**config.mk**
```make
export PLATFORM = sky130hd
export DESIGN_NAME = vga_rd_sched
export DESIGN_NICKNAME = d
export VERILOG_FILES = /design/src/rtl/vga_rd_pkg.sv /design/src/rtl/vga_edge_det.sv /design/src/rtl/vga_rd_sched.sv
export SDC_FILE = /design/constraint.sdc
export NUM_CORES = 1
export LEC_CHECK = 0
export BUFFER_PORTS_ARGS = -buffer_cell sky130_fd_sc_hd__buf_2
export CELL_PAD_IN_SITES_DETAIL_PLACEMENT = 0
export CELL_PAD_IN_SITES_GLOBAL_PLACEMENT = 1
export CORE_MARGIN = 2
export CORE_UTILIZATION = 30
export CTS_CLUSTER_DIAMETER = 80
export DETAILED_ROUTE_END_ITERATION = 10
export GPL_TIMING_DRIVEN = 0
export PLACE_DENSITY = 0.68
export REMOVE_ABC_BUFFERS = 1
export SKIP_CTS_REPAIR_TIMING = 1
export SLEW_MARGIN = 10
export SYNTH_ARGS = -nofsm -noshare
export SYNTH_HDL_FRONTEND = slang
export SYNTH_SLANG_ARGS = --single-unit
```
**constraint.sdc**
```tcl
create_clock -name clk_i -period 4 [get_ports clk_i]
set_input_delay 0.8 -clock clk_i [delete_from_list [all_inputs] [get_ports clk_i]]
set_output_delay 0.8 -clock clk_i [all_outputs]
set_load 0.03 [all_outputs]
```
**src/rtl/vga_rd_pkg.sv**
```systemverilog
// vga_rd_pkg: shared constants for the VGA read scheduler.
// Holds the scheduler state encoding, the VTC resolution presets and the
// burst-length helper used when sizing each read request.
package vga_rd_pkg;

    // Scheduler state encoding (plain constants for legacy tool compatibility)
    typedef logic [2:0] state_t;
    localparam state_t ST_IDLE  = 3'd0;
    localparam state_t ST_FLUSH = 3'd1;
    localparam state_t ST_ARB   = 3'd2;
    localparam state_t ST_REQ   = 3'd3;
    localparam state_t ST_WAIT  = 3'd4;
    localparam state_t ST_DONE  = 3'd5;

    // Active-area presets matching the VTC timing generator modes
    localparam int unsigned H_ACTIVE_480P  = 640;
    localparam int unsigned V_ACTIVE_480P  = 480;
    localparam int unsigned H_ACTIVE_720P  = 1280;
    localparam int unsigned V_ACTIVE_720P  = 720;
    localparam int unsigned H_ACTIVE_1080P = 1920;
    localparam int unsigned V_ACTIVE_1080P = 1080;

    // Smaller of two 16-bit lengths; used to clip a burst at the line end
    function automatic logic [15:0] min_len(input logic [15:0] a, input logic [15:0] b);
        return (a < b) ? a : b;
    endfunction

endpackage

```
**src/rtl/vga_edge_det.sv**
```systemverilog
// vga_edge_det: falling-edge detector for the active-low vsync.
// The history register resets to 1 so a vsync already held low when reset
// releases is seen as a fresh frame start.
module vga_edge_det (
    input  logic clk_i,
    input  logic rst_i,
    input  logic sig_i,
    output logic fall_o
);

    logic sig_q;

    // Register the previous level of the input
    always_ff @(posedge clk_i) begin
        if (rst_i) begin
            sig_q <= 1'b1;
        end else begin
            sig_q <= sig_i;
        end
    end

    assign fall_o = sig_q & ~sig_i;

endmodule

```
**src/rtl/vga_rd_sched.sv**
```systemverilog
// vga_rd_sched: line-prefetch read scheduler in the pixel clock domain.
// Walks the active frame in bursts that never cross a line, throttled by the
// line FIFO level, restarting at every vsync falling edge. An in-flight burst
// is always allowed to finish before a restart takes effect.
// Optional double buffering is enabled by defining VGA_RD_DBUF_EN.
module vga_rd_sched
    import vga_rd_pkg::*;
#(
    parameter int unsigned H_ACTIVE    = 1280,
    parameter int unsigned V_ACTIVE    = 720,
    parameter int unsigned BURST_LEN   = 64,
    parameter int unsigned FIFO_DEPTH  = 2048,
    parameter int          LVL_W       = 12,
    parameter int          ADDR_W      = 28,
    parameter int unsigned LINE_STRIDE = 1280,
    parameter int unsigned FB_BASE0    = 0,
    parameter int unsigned FB_BASE1    = 921600
) (
    input  logic              clk_i,
    input  logic              rst_i,
    input  logic              vsync_i,
    input  logic              de_i,
    input  logic [LVL_W-1:0]  fifo_level_i,
    output logic              fifo_flush_o,
    output logic              rd_req_o,
    output logic [ADDR_W-1:0] rd_addr_o,
    output logic [7:0]        rd_len_o,
    input  logic              rd_ack_i,
    input  logic              rd_done_i,
    output logic              underflow_o,
`ifdef VGA_RD_DBUF_EN
    input  logic              fb_swap_i,
    output logic              fb_sel_o,
`endif
    output logic [15:0]       frame_cnt_o
);

    localparam logic [1:0][ADDR_W-1:0] FB_BASES = {ADDR_W'(FB_BASE1), ADDR_W'(FB_BASE0)};

    state_t              state_q, state_d;
    logic [ADDR_W-1:0]   line_addr_q, line_addr_d;
    logic [15:0]         col_q, col_d;
    logic [15:0]         line_q, line_d;
    logic [15:0]         len_q, len_d;
    logic                restart_pend_q, restart_pend_d;
    logic                fifo_flush_q, fifo_flush_d;
    logic                rd_req_q, rd_req_d;
    logic [ADDR_W-1:0]   rd_addr_q, rd_addr_d;
    logic [7:0]          rd_len_q, rd_len_d;
    logic                underflow_q, underflow_d;
    logic [15:0]         frame_cnt_q, frame_cnt_d;

    logic                frame_start;
    logic                base_sel;
    logic [ADDR_W-1:0]   fb_base;
    logic [LVL_W:0]      room_sum;
    logic                has_room;
    logic [15:0]         next_len;
    logic [15:0]         col_sum;

    vga_edge_det u_vs_edge (
        .clk_i  (clk_i),
        .rst_i  (rst_i),
        .sig_i  (vsync_i),
        .fall_o (frame_start)
    );

`ifdef VGA_RD_DBUF_EN
    logic swap_pend_q, swap_pend_d;
    logic fb_sel_q, fb_sel_d;

    // The buffer chosen at FLUSH already includes any pending swap
    assign base_sel = fb_sel_q ^ swap_pend_q;

    // Hold a swap request until the next frame boundary
    always_comb begin
        swap_pend_d = swap_pend_q | fb_swap_i;
        fb_sel_d    = fb_sel_q;
        if (state_q == ST_FLUSH) begin
            swap_pend_d = fb_swap_i;
            fb_sel_d    = base_sel;
        end
    end

    // Buffer selection registers
    always_ff @(posedge clk_i) begin
        if (rst_i) begin
            swap_pend_q <= 1'b0;
            fb_sel_q    <= 1'b0;
        end else begin
            swap_pend_q <= swap_pend_d;
            fb_sel_q    <= fb_sel_d;
        end
    end

    assign fb_sel_o = fb_sel_q;
`else
    assign base_sel = 1'b0;
`endif

    assign fb_base  = FB_BASES[base_sel];
    assign room_sum = {1'b0, fifo_level_i} + (LVL_W+1)'(BURST_LEN);
    assign has_room = (room_sum <= (LVL_W+1)'(FIFO_DEPTH));
    assign next_len = min_len(16'(BURST_LEN), 16'(H_ACTIVE) - col_q);
    assign col_sum  = col_q + len_q;

    // Next-state and datapath decisions for the burst scheduler
    always_comb begin
        state_d        = state_q;
        line_addr_d    = line_addr_q;
        col_d          = col_q;
        line_d         = line_q;
        len_d          = len_q;
        restart_pend_d = restart_pend_q;
        rd_addr_d      = rd_addr_q;
        rd_len_d       = rd_len_q;
        frame_cnt_d    = frame_cnt_q;
        underflow_d    = underflow_q | (de_i && (fifo_level_i == '0));

        case (state_q)
            ST_IDLE, ST_DONE: begin
                if (frame_start) begin
                    state_d = ST_FLUSH;
                end
            end
            ST_FLUSH: begin
                line_addr_d    = fb_base;
                col_d          = '0;
                line_d         = '0;
                restart_pend_d = 1'b0;
                frame_cnt_d    = frame_cnt_q + 16'd1;
                state_d        = ST_ARB;
            end
            ST_ARB: begin
                if (frame_start) begin
                    state_d = ST_FLUSH;
                end else if (line_q == 16'(V_ACTIVE)) begin
                    state_d = ST_DONE;
                end else if (has_room) begin
                    len_d     = next_len;
                    rd_addr_d = line_addr_q + ADDR_W'(col_q);
                    rd_len_d  = next_len[7:0];
                    state_d   = ST_REQ;
                end
            end
            ST_REQ: begin
                if (rd_ack_i) begin
                    state_d = ST_WAIT;
                    if (frame_start) begin
                        restart_pend_d = 1'b1;
                    end
                end else if (frame_start) begin
                    state_d = ST_FLUSH;
                end
            end
            ST_WAIT: begin
                if (rd_done_i) begin
                    if (restart_pend_q || frame_start) begin
                        state_d = ST_FLUSH;
                    end else begin
                        if (col_sum >= 16'(H_ACTIVE)) begin
                            col_d       = '0;
                            line_d      = line_q + 16'd1;
                            line_addr_d = line_addr_q + ADDR_W'(LINE_STRIDE);
                        end else begin
                            col_d = col_sum;
                        end
                        state_d = ST_ARB;
                    end
                end else if (frame_start) begin
                    restart_pend_d = 1'b1;
                end
            end
            default: begin
                state_d = ST_IDLE;
            end
        endcase

        fifo_flush_d = (state_d == ST_FLUSH);
        rd_req_d     = (state_d == ST_REQ);
    end

    // State and output registers
    always_ff @(posedge clk_i) begin
        if (rst_i) begin
            state_q        <= ST_IDLE;
            line_addr_q    <= '0;
            col_q          <= '0;
            line_q         <= '0;
            len_q          <= '0;
            restart_pend_q <= 1'b0;
            fifo_flush_q   <= 1'b0;
            rd_req_q       <= 1'b0;
            rd_addr_q      <= '0;
            rd_len_q       <= '0;
            underflow_q    <= 1'b0;
            frame_cnt_q    <= '0;
        end else begin
            state_q        <= state_d;
            line_addr_q    <= line_addr_d;
            col_q          <= col_d;
            line_q         <= line_d;
            len_q          <= len_d;
            restart_pend_q <= restart_pend_d;
            fifo_flush_q   <= fifo_flush_d;
            rd_req_q       <= rd_req_d;
            rd_addr_q      <= rd_addr_d;
            rd_len_q       <= rd_len_d;
            underflow_q    <= underflow_d;
            frame_cnt_q    <= frame_cnt_d;
        end
    end

    assign fifo_flush_o = fifo_flush_q;
    assign rd_req_o     = rd_req_q;
    assign rd_addr_o    = rd_addr_q;
    assign rd_len_o     = rd_len_q;
    assign underflow_o  = underflow_q;
    assign frame_cnt_o  = frame_cnt_q;

endmodule

```
==> Word level (Yosys, flattened, before mapping) <==
Cells that the tools add are included.
{ "word_totals": {"reg_bits": 136, "inputBits": 18, "out_inout_bits": 55, "elab_cells": 77} }
{ "op_classes": {"n_addsub": 7, "n_lt_le_gt_ge": 3, "n_eq_ne": 13, "n_mux": 25, "n_bitwise": 5, "reduce_logical": 11} }
{ "op_table": {"columns": ["cell", "n"], "rows": [
  ["$mux 16", 7],
  ["$mux 28", 3],
  ["$pmux 16 s2", 2],
  ["$pmux 28 s2", 1],
  ["$add 16x1->16 const B", 2],
  ["$add 28x11->28 const B", 1],
  ["$add 28x16->28", 1],
  ["$mux 3", 6],
  ["$add 16x16->16", 1],
  ["$eq 16x10->1 const B", 1],
  ["$ge 16x11->1 const B", 1],
  ["$lt 7x16->1 const A", 1],
  ["$sub 11x16->16 const A", 1],
  ["$pmux 3 s5", 1],
  ["$add 12x7->13 const B", 1],
  ["$le 13x12->1 const B", 1],
  ["$logic_not 12->1", 1],
  ["$ne 2x2->1 const B", 5],
  ["$eq 3x2->1 const B", 3],
  ["$reduce_and 4->1", 2],
  ["$eq 3x1->1 const B", 2],
  ["$eq 3x3->1 const B", 2],
  ["$reduce_and 3->1", 2],
  ["$logic_not 3->1", 1],
  ["11 further kinds", 15]
]} }

==> Longest topological paths before layout <==
Gate-level depths: netlist of run 1.
{ "logic_depth": {"ltp_word": 7, "depth_mapped": 12, "ltp_nobuf": 10} }

==> By module <==
A second synthesis of run 1 with hierarchy kept.
{ "hier_totals": {"hier_cells": 814, "hier_area_um2": 6744.0} }
{ "modules_own_cells": {"columns": ["module", "instances", "cells_each", "area_per_inst_um2", "seq_area_each_um2"], "rows": [
  ["vga_rd_sched", 1, 811, 6708.9, 2382.3],
  ["vga_edge_det", 1, 3, 35.0, 20.0]
]} }

==> Worst setup path before layout of run 1 <==
Ideal clock, no wire load.
{ "synth_path": {"kind": "reg2reg", "start": "reg col_q[7]", "end": "reg line_addr_q[24]", "setup_time_ns": 0.123, "t_arrival_ns": 3.055, "required_ns": 3.877, "slack_ns": 0.822, "path_stages_with_launch": 11, "n_path_buf": 1, "period_less_slack_ns": 3.178, "path_cell_list": "dfxtp_1 > ha_1 > a21o_1 > a31o_2 > a311oi_1 > mux2_2 > or4_4 > nor4_2 > buf_4 > nor3_1 > mux2_1"} }
{ "synth_between": {"elab_chain_len": 4} }
{ "synth_rtl": {"columns": ["item", "line", "rtl"], "rows": [
  ["start: declaration", "vga_rd_sched.sv:42", "logic [15:0] col_q, col_d;"],
  ["start signal: assignment", "vga_rd_sched.sv:201", "col_q <= col_d;"],
  ["$add 16x16->16", "vga_rd_sched.sv:105", "assign col_sum = col_q + len_q;"],
  ["$ge 16x11->1", "vga_rd_sched.sv:161", "if (col_sum >= 16'(H_ACTIVE)) begin"],
  ["$ne 2x2->1 (no source line)", null, null],
  ["$reduce_and 4->1 (no source line)", null, null],
  ["end signal: assignment", "vga_rd_sched.sv:200", "line_addr_q <= line_addr_d;"],
  ["end: declaration", "vga_rd_sched.sv:41", "logic [ADDR_W-1:0] line_addr_q, line_addr_d;"]
]} }
No other way between the ends.
A chain may end at the register's enable or synchronous reset.

==> Worst setup path in the final report of run 1 <==
{ "layout_path": {"start": "reg col_q[12]", "end": "reg line_addr_q[10]"} }
The elaborated chain is that of the path after synthesis.

==> results of run 1 <==
==> worst reg2reg max path, delay by kind of cell (launching register included) <==
kind | cells | cell delay, ns
and+or+nand+nor | 3 | 1.27
AOI/OAI and AO/OA | 4 | 0.97
adders and majority gates | 1 | 0.37
DFF | 1 | 0.49
muxes | 1 | 0.37
buffers and inverters | 1 | 0.23
==> area by class of cell <==
cell class / count / share of cell area, %
multi-input cells: 631 / 51.7
inverters: 17 / 0.812
clock inverters: 13 / 1.56
well taps: 280 / 4.46
flip-flops and latches: 120 / 30.6
clock buffers: 18 / 5.59
repair buffers: 77 / 5.30
==> per-stage QoR <==
step                cells  setup WS (ns)  total power [mW]  hold slack [ns]
floorplan             768          -1.16              1.32            0.434
global placement     1120          -2.96              1.38            0.437
detailed placement   1125         -0.508              1.39            0.443
CTS                  1156         -0.521              2.87            0.451
global route         1156         0.0234              2.94            0.472
finish               1156          0.181              2.83            0.446
==> sequential cells by signal, summed over array words and instances, names as in the netlist, 3 cells and up <==
register     cells
line_q          16
frame_cnt_o     16
state_q          3
len_q           16
rd_addr_o       28
col_q           16
line_addr_q     20
==> final timing paths <==
check                        startpoint                            to  cells past startpoint
max              col_q[12]$_SDFFE_PP0P_  line_addr_q[10]$_SDFFE_PP0P_                     10
max reg2reg      col_q[12]$_SDFFE_PP0P_  line_addr_q[10]$_SDFFE_PP0P_                     10
min          rd_addr_o[12]$_SDFFE_PP0P_    rd_addr_o[12]$_SDFFE_PP0P_                      2
min reg2reg  rd_addr_o[12]$_SDFFE_PP0P_    rd_addr_o[12]$_SDFFE_PP0P_                      2
==> power by group through the flow <==
stage	clock network, mW	logic, mW	registers (mW)
2_1_floorplan	0	0.0623	1.26
5_1_grt	1.56	0.156	1.22
3_3_place_gp	0	0.137	1.25
6_report	1.47	0.142	1.22
3_5_place_dp	0	0.141	1.25
4_1_cts	1.50	0.142	1.22
==> layout by cell type (no fill, tap or decap), types with 11 or more instances in the layout <==
cell type,count
clkbuf_16,17
xor2_1,27
and3_1,34
nand4_1,11
xnor2_1,16
dfxtp_1,119
o31ai_1,18
buf_2,72
ha_1,29
o21ai_1,13
nand2b_1,18
nand3_1,21
inv_1,17
a21o_1,16
o211ai_1,26
nor3_1,11
o21ai_0,43
nor2_1,62
nand2_1,98
a21oi_1,53
==> cells by family after synthesis <==
logic type | after synthesis | synth area share [%]
AO/OA/AOI/OAI | 237 | 23.1
AND/OR/NAND/NOR | 315 | 24.0
XOR/XNOR | 43 | 5.57
flip-flops | 120 | 35.5
multiplexers | 6 | 0.926
buffers and inverters | 74 | 5.20
adder cells (fa/ha/maj) | 30 | 5.66
==> layer usage <==
metal	up-vias	track usage [%]	part of all wire [%]
met5	-	0	0
met4	0	5.61	1.8
met3	21	2.85	2.7
met2	82	25.4	47
met1	2844	20.2	48
li1	3076	-	-
==> metrics, run 1 <==
WL per Instance=15.6 um; most frequent cells after synthesis=dfxtp_1, nand2_1, nor2_1, a21oi_1, o21ai_0; ANT cells=0; H-tree levels=4; Hold Path Class=flop to flop; final wirelength=18000 um; setup_tns=0 ns; Switch Pwr=0.712 mW; TritonRoute pass-1 iters=4; Remaining Overflow, GRT=0; Remaining DRCs=0; Cell Area, Placed=7270 um2; Root Buffer=clkbuf_16; syn_area_per_cell=8.19 um2; area leader, netlist=dfxtp_1; power per cell area=360 nW/um2; fmax=262 MHz; CP Max Fanout=28; CP Data Arrival Time=4.11 ns; Mapped Area=6760 um2; top cells by area, synth=dfxtp_1, nand2_1, ha_1, a21oi_1, nor2_1; Antenna Nets Post-Route=0; post-layout min period=3.82 ns; largest net degree at the start of global routing=58; status=completed; CTS Buf Count=17; full die area=23700 um2; synth warn=0; VDD IR max=0.164 mV; crit start category=flop; die width=154 um; CTS tree=done; utilization after layout=35.8%; sw frac=25.1%; Post-DP HPWL=12400 um; crit path capture type=flop; Port Buffer Count=72; Skew-Pair Late Insertion Delay=0.42 ns; Worst Path Buf+Inv=1; gr usage total=15.4%; #FFs+latches synth=120; Worst Path Required=4.29 ns; site row count=54; nets=912; CP max stage delay=0.58 ns; number of global-route vias before repair=5701; Syn Inst Count=825; cell with the most instances after synthesis=dfxtp_1; number of top-level pins=73; Max Cap Viol=0; Die Y=154 um; storage element area=2400 um2; Vias=6023; core box area=22000 um2; CP delay by family, top=simple AND/OR/NAND/NOR gates; RSZ-0062 raised after global routing=false; Max Buffers Root-to-Sink=2; combinational share of power=5.0%; final hold vios=0; area of the multi-input gates=4070 um2; power share of the clock group=51.9%; Post-synth top flop=dfxtp_1; first-pass GRT wire length=29600 um; 1st-iter DRT viols=241; P_leak=3.20 nW; number of vias per cell=5.21; post-synthesis sequential area ratio=35.5%; max-slew violations=0; layout cell share with drive strength beyond 1=16.0%; Setup Crit Path Kind=flop to flop; sequential share of power=43.1%; Clock Skews=0.00744 ns; ordered cell list for the critical path=ha_1 -> a21oi_1 -> a21boi_0 -> a311oi_1 -> mux2_2 -> or4_4 -> nor4_4 -> buf_6 -> nand2b_4 -> o22ai_1; fraction of registers with async set/reset=0%; Slew headroom=19.2%; Yosys cell types=69; slowest CP cell=or4_4; Worst-Margin Slew=1.21 ns; Clock Sinks=120; initial antenna violation count=0; Setup violations, final=0; Post-synth EDFFs=0; period utilization=95.5%; finished layout cell area=7860 um2; R2R Setup Slk=0.18 ns; Routability Congestion=0.810; Initial Utilization=30.8%; Pint=2.12 mW; Clock Pin Slew Worst Setup and Hold Paths=0.06 ns; post-synth top area share=35.5%; number of fill cells in the layout=2314; area delta synth->final=16.3%
Note: power is estimated with default switching activity, not from simulation.
==> inputs of run 2 (changes only) <==
--- a/config.mk
+++ b/config.mk
@@ -13,7 +13,7 @@
 export CTS_CLUSTER_DIAMETER = 80
 export DETAILED_ROUTE_END_ITERATION = 10
 export GPL_TIMING_DRIVEN = 0
-export PLACE_DENSITY = 0.68
+export PLACE_DENSITY_LB_ADDON = 0.08
 export REMOVE_ABC_BUFFERS = 1
 export SKIP_CTS_REPAIR_TIMING = 1
 export SLEW_MARGIN = 10
==> metrics, run 2 (synthesis gave the netlist of run 1 again) <==
CP Max Fanout=13; number of vias per cell=5.32; Cell Area, Placed=7260 um2; max reg flops=28; Worst Path Required=4.29 ns; Setup Slack @ Placement=-1.13 ns; Setup Crit Path Kind=flop to flop; Hold Path Class=flop to flop; initial antenna violation count=0; slowest CP cell=or4_4; utilization after layout=36.1%; sw frac=22.6%; number of global-route vias before repair=5977; Clock Skews=0.00905 ns; power share of the clock group=53.8%; H-tree levels=4; finished layout cell area=7920 um2; CTS Buf Count=17; Slew headroom=40.2%; Post-DP HPWL=13400 um; P_leak=3.23 nW; fmax=268 MHz; Worst Path Buf+Inv=2; first-pass GRT wire length=31500 um; Routability Congestion=0.803; commonest cells after routing, fill and taps aside=dfxtp_1, nand2_1, buf_2; number of fill cells in the layout=2263; ordered cell list for the critical path=ha_1 -> a21o_1 -> a31o_2 -> a311oi_1 -> mux2_2 -> or4_4 -> nor4_4 -> buf_4 -> buf_6 -> nand2b_1 -> o21ai_0; largest net degree at the start of global routing=58; CTS tree=done; period utilization=93.3%; crit start category=flop; VDD IR max=0.231 mV; 1st-iter DRT viols=386; Root Buffer=clkbuf_16; status=completed; Setup violations, final=0; WL per Instance=16.7 um; Max Cap Viol=0; Port Buffer Count=72; gr usage total=16.6%; final hold vios=0; number of top-level pins=73; Antenna Nets Post-Route=0; nets=912; Initial Utilization=30.8%; Die Y=154 um; CP Data Arrival Time=4.02 ns; Clock Sinks=120; full die area=23700 um2; sequential share of power=41.2%; CP delay by family, top=simple AND/OR/NAND/NOR gates; layout cell share with drive strength beyond 1=15.8%; Worst-Margin Slew=0.896 ns; area delta synth->final=17.1%; Pint=2.29 mW; site row count=54; power per cell area=374 nW/um2; post-layout min period=3.73 ns; Clock Pin Slew Worst Setup and Hold Paths=0.06 ns; Remaining DRCs=0; Remaining Overflow, GRT=0; combinational share of power=4.9%; setup ws final=0.267 ns; Vias=6153; Max Buffers Root-to-Sink=2; die width=154 um; setup_tns=0 ns; CP max stage delay=0.57 ns; commonest non-fill, non-tap cell in the layout=dfxtp_1; final wirelength=19300 um; RSZ-0062 raised after global routing=false; Skew-Pair Late Insertion Delay=0.41 ns; Switch Pwr=0.668 mW; crit path capture type=flop; TritonRoute pass-1 iters=5; ANT cells=0; core box area=22000 um2; max-slew violations=0; Tot Pwr=2.96 mW
## run 2: changes by cell type in the layout (fill, tap and decap cells not counted), moves of 3 or more
cell / delta
clkinv_4: -3
clkbuf_1: +3
clkbuf_8: +3
inv_6: -3
clkinvlp_4: -3
## run 2: power groups by stage
| stage | Clock, mW | Sequential (mW) | Combinational, mW |
|---|---|---|---|
| global placement | 0 | 1.25 | 0.139 |
| detailed placement | 0 | 1.25 | 0.147 |
| floorplan | 0 | 1.26 | 0.0623 |
| global route | 1.70 | 1.22 | 0.161 |
| CTS | 1.64 | 1.22 | 0.147 |
| finish | 1.59 | 1.22 | 0.145 |
## run 2: worst paths after layout
path	to	start	depth (start not counted)	slack, ns
worst max-delay path	line_q[3]$_SDFFE_PP0P_	col_q[9]$_SDFFE_PP0P_	11	0.27
worst min-delay path	rd_addr_o[3]$_SDFFE_PP0P_	rd_addr_o[3]$_SDFFE_PP0P_	2	0.45
worst max register to register	line_q[3]$_SDFFE_PP0P_	col_q[9]$_SDFFE_PP0P_	11	0.27
worst min register to register	rd_addr_o[3]$_SDFFE_PP0P_	rd_addr_o[3]$_SDFFE_PP0P_	2	0.45
## run 2: tightest hold or removal path, cell delays in order, from the launching register on
cell and delay [ns]:
dfxtp_1 0.30, nand2_1 0.05, a21oi_1 0.05
## run 2: routing by layer
layer | part of all wire, % | track usage, % | vias up
met5 | 0 | 0 | -
met4 | 0.91 | 4.27 | 0
met3 | 3.8 | 3.41 | 12
met2 | 49 | 28.9 | 111
met1 | 46 | 20.9 | 2948
li1 | - | - | 3082
## run 2: layout make-up
type,instances,area (um2),share of cell area [%]
Clock inverter,8,118,1.49
Multi-Input combinational cell,631,4070,51.4
Sequential cell,120,2400,30.4
Tap cell,280,350,4.43
Clock buffer,24,492,6.21
Timing Repair Buffer,77,419,5.29
Inverter,17,63.8,0.806
## run 2: through the flow
| stage | std cells | hold WS, ns |
|---|---|---|
| 6_report | 1157 | 0.448 |
| 2_1_floorplan | 768 | 0.434 |
| 5_1_grt | 1157 | 0.469 |
| 4_1_cts | 1156 | 0.451 |
| 3_5_place_dp | 1124 | 0.443 |
| 3_3_place_gp | 1120 | 0.439 |
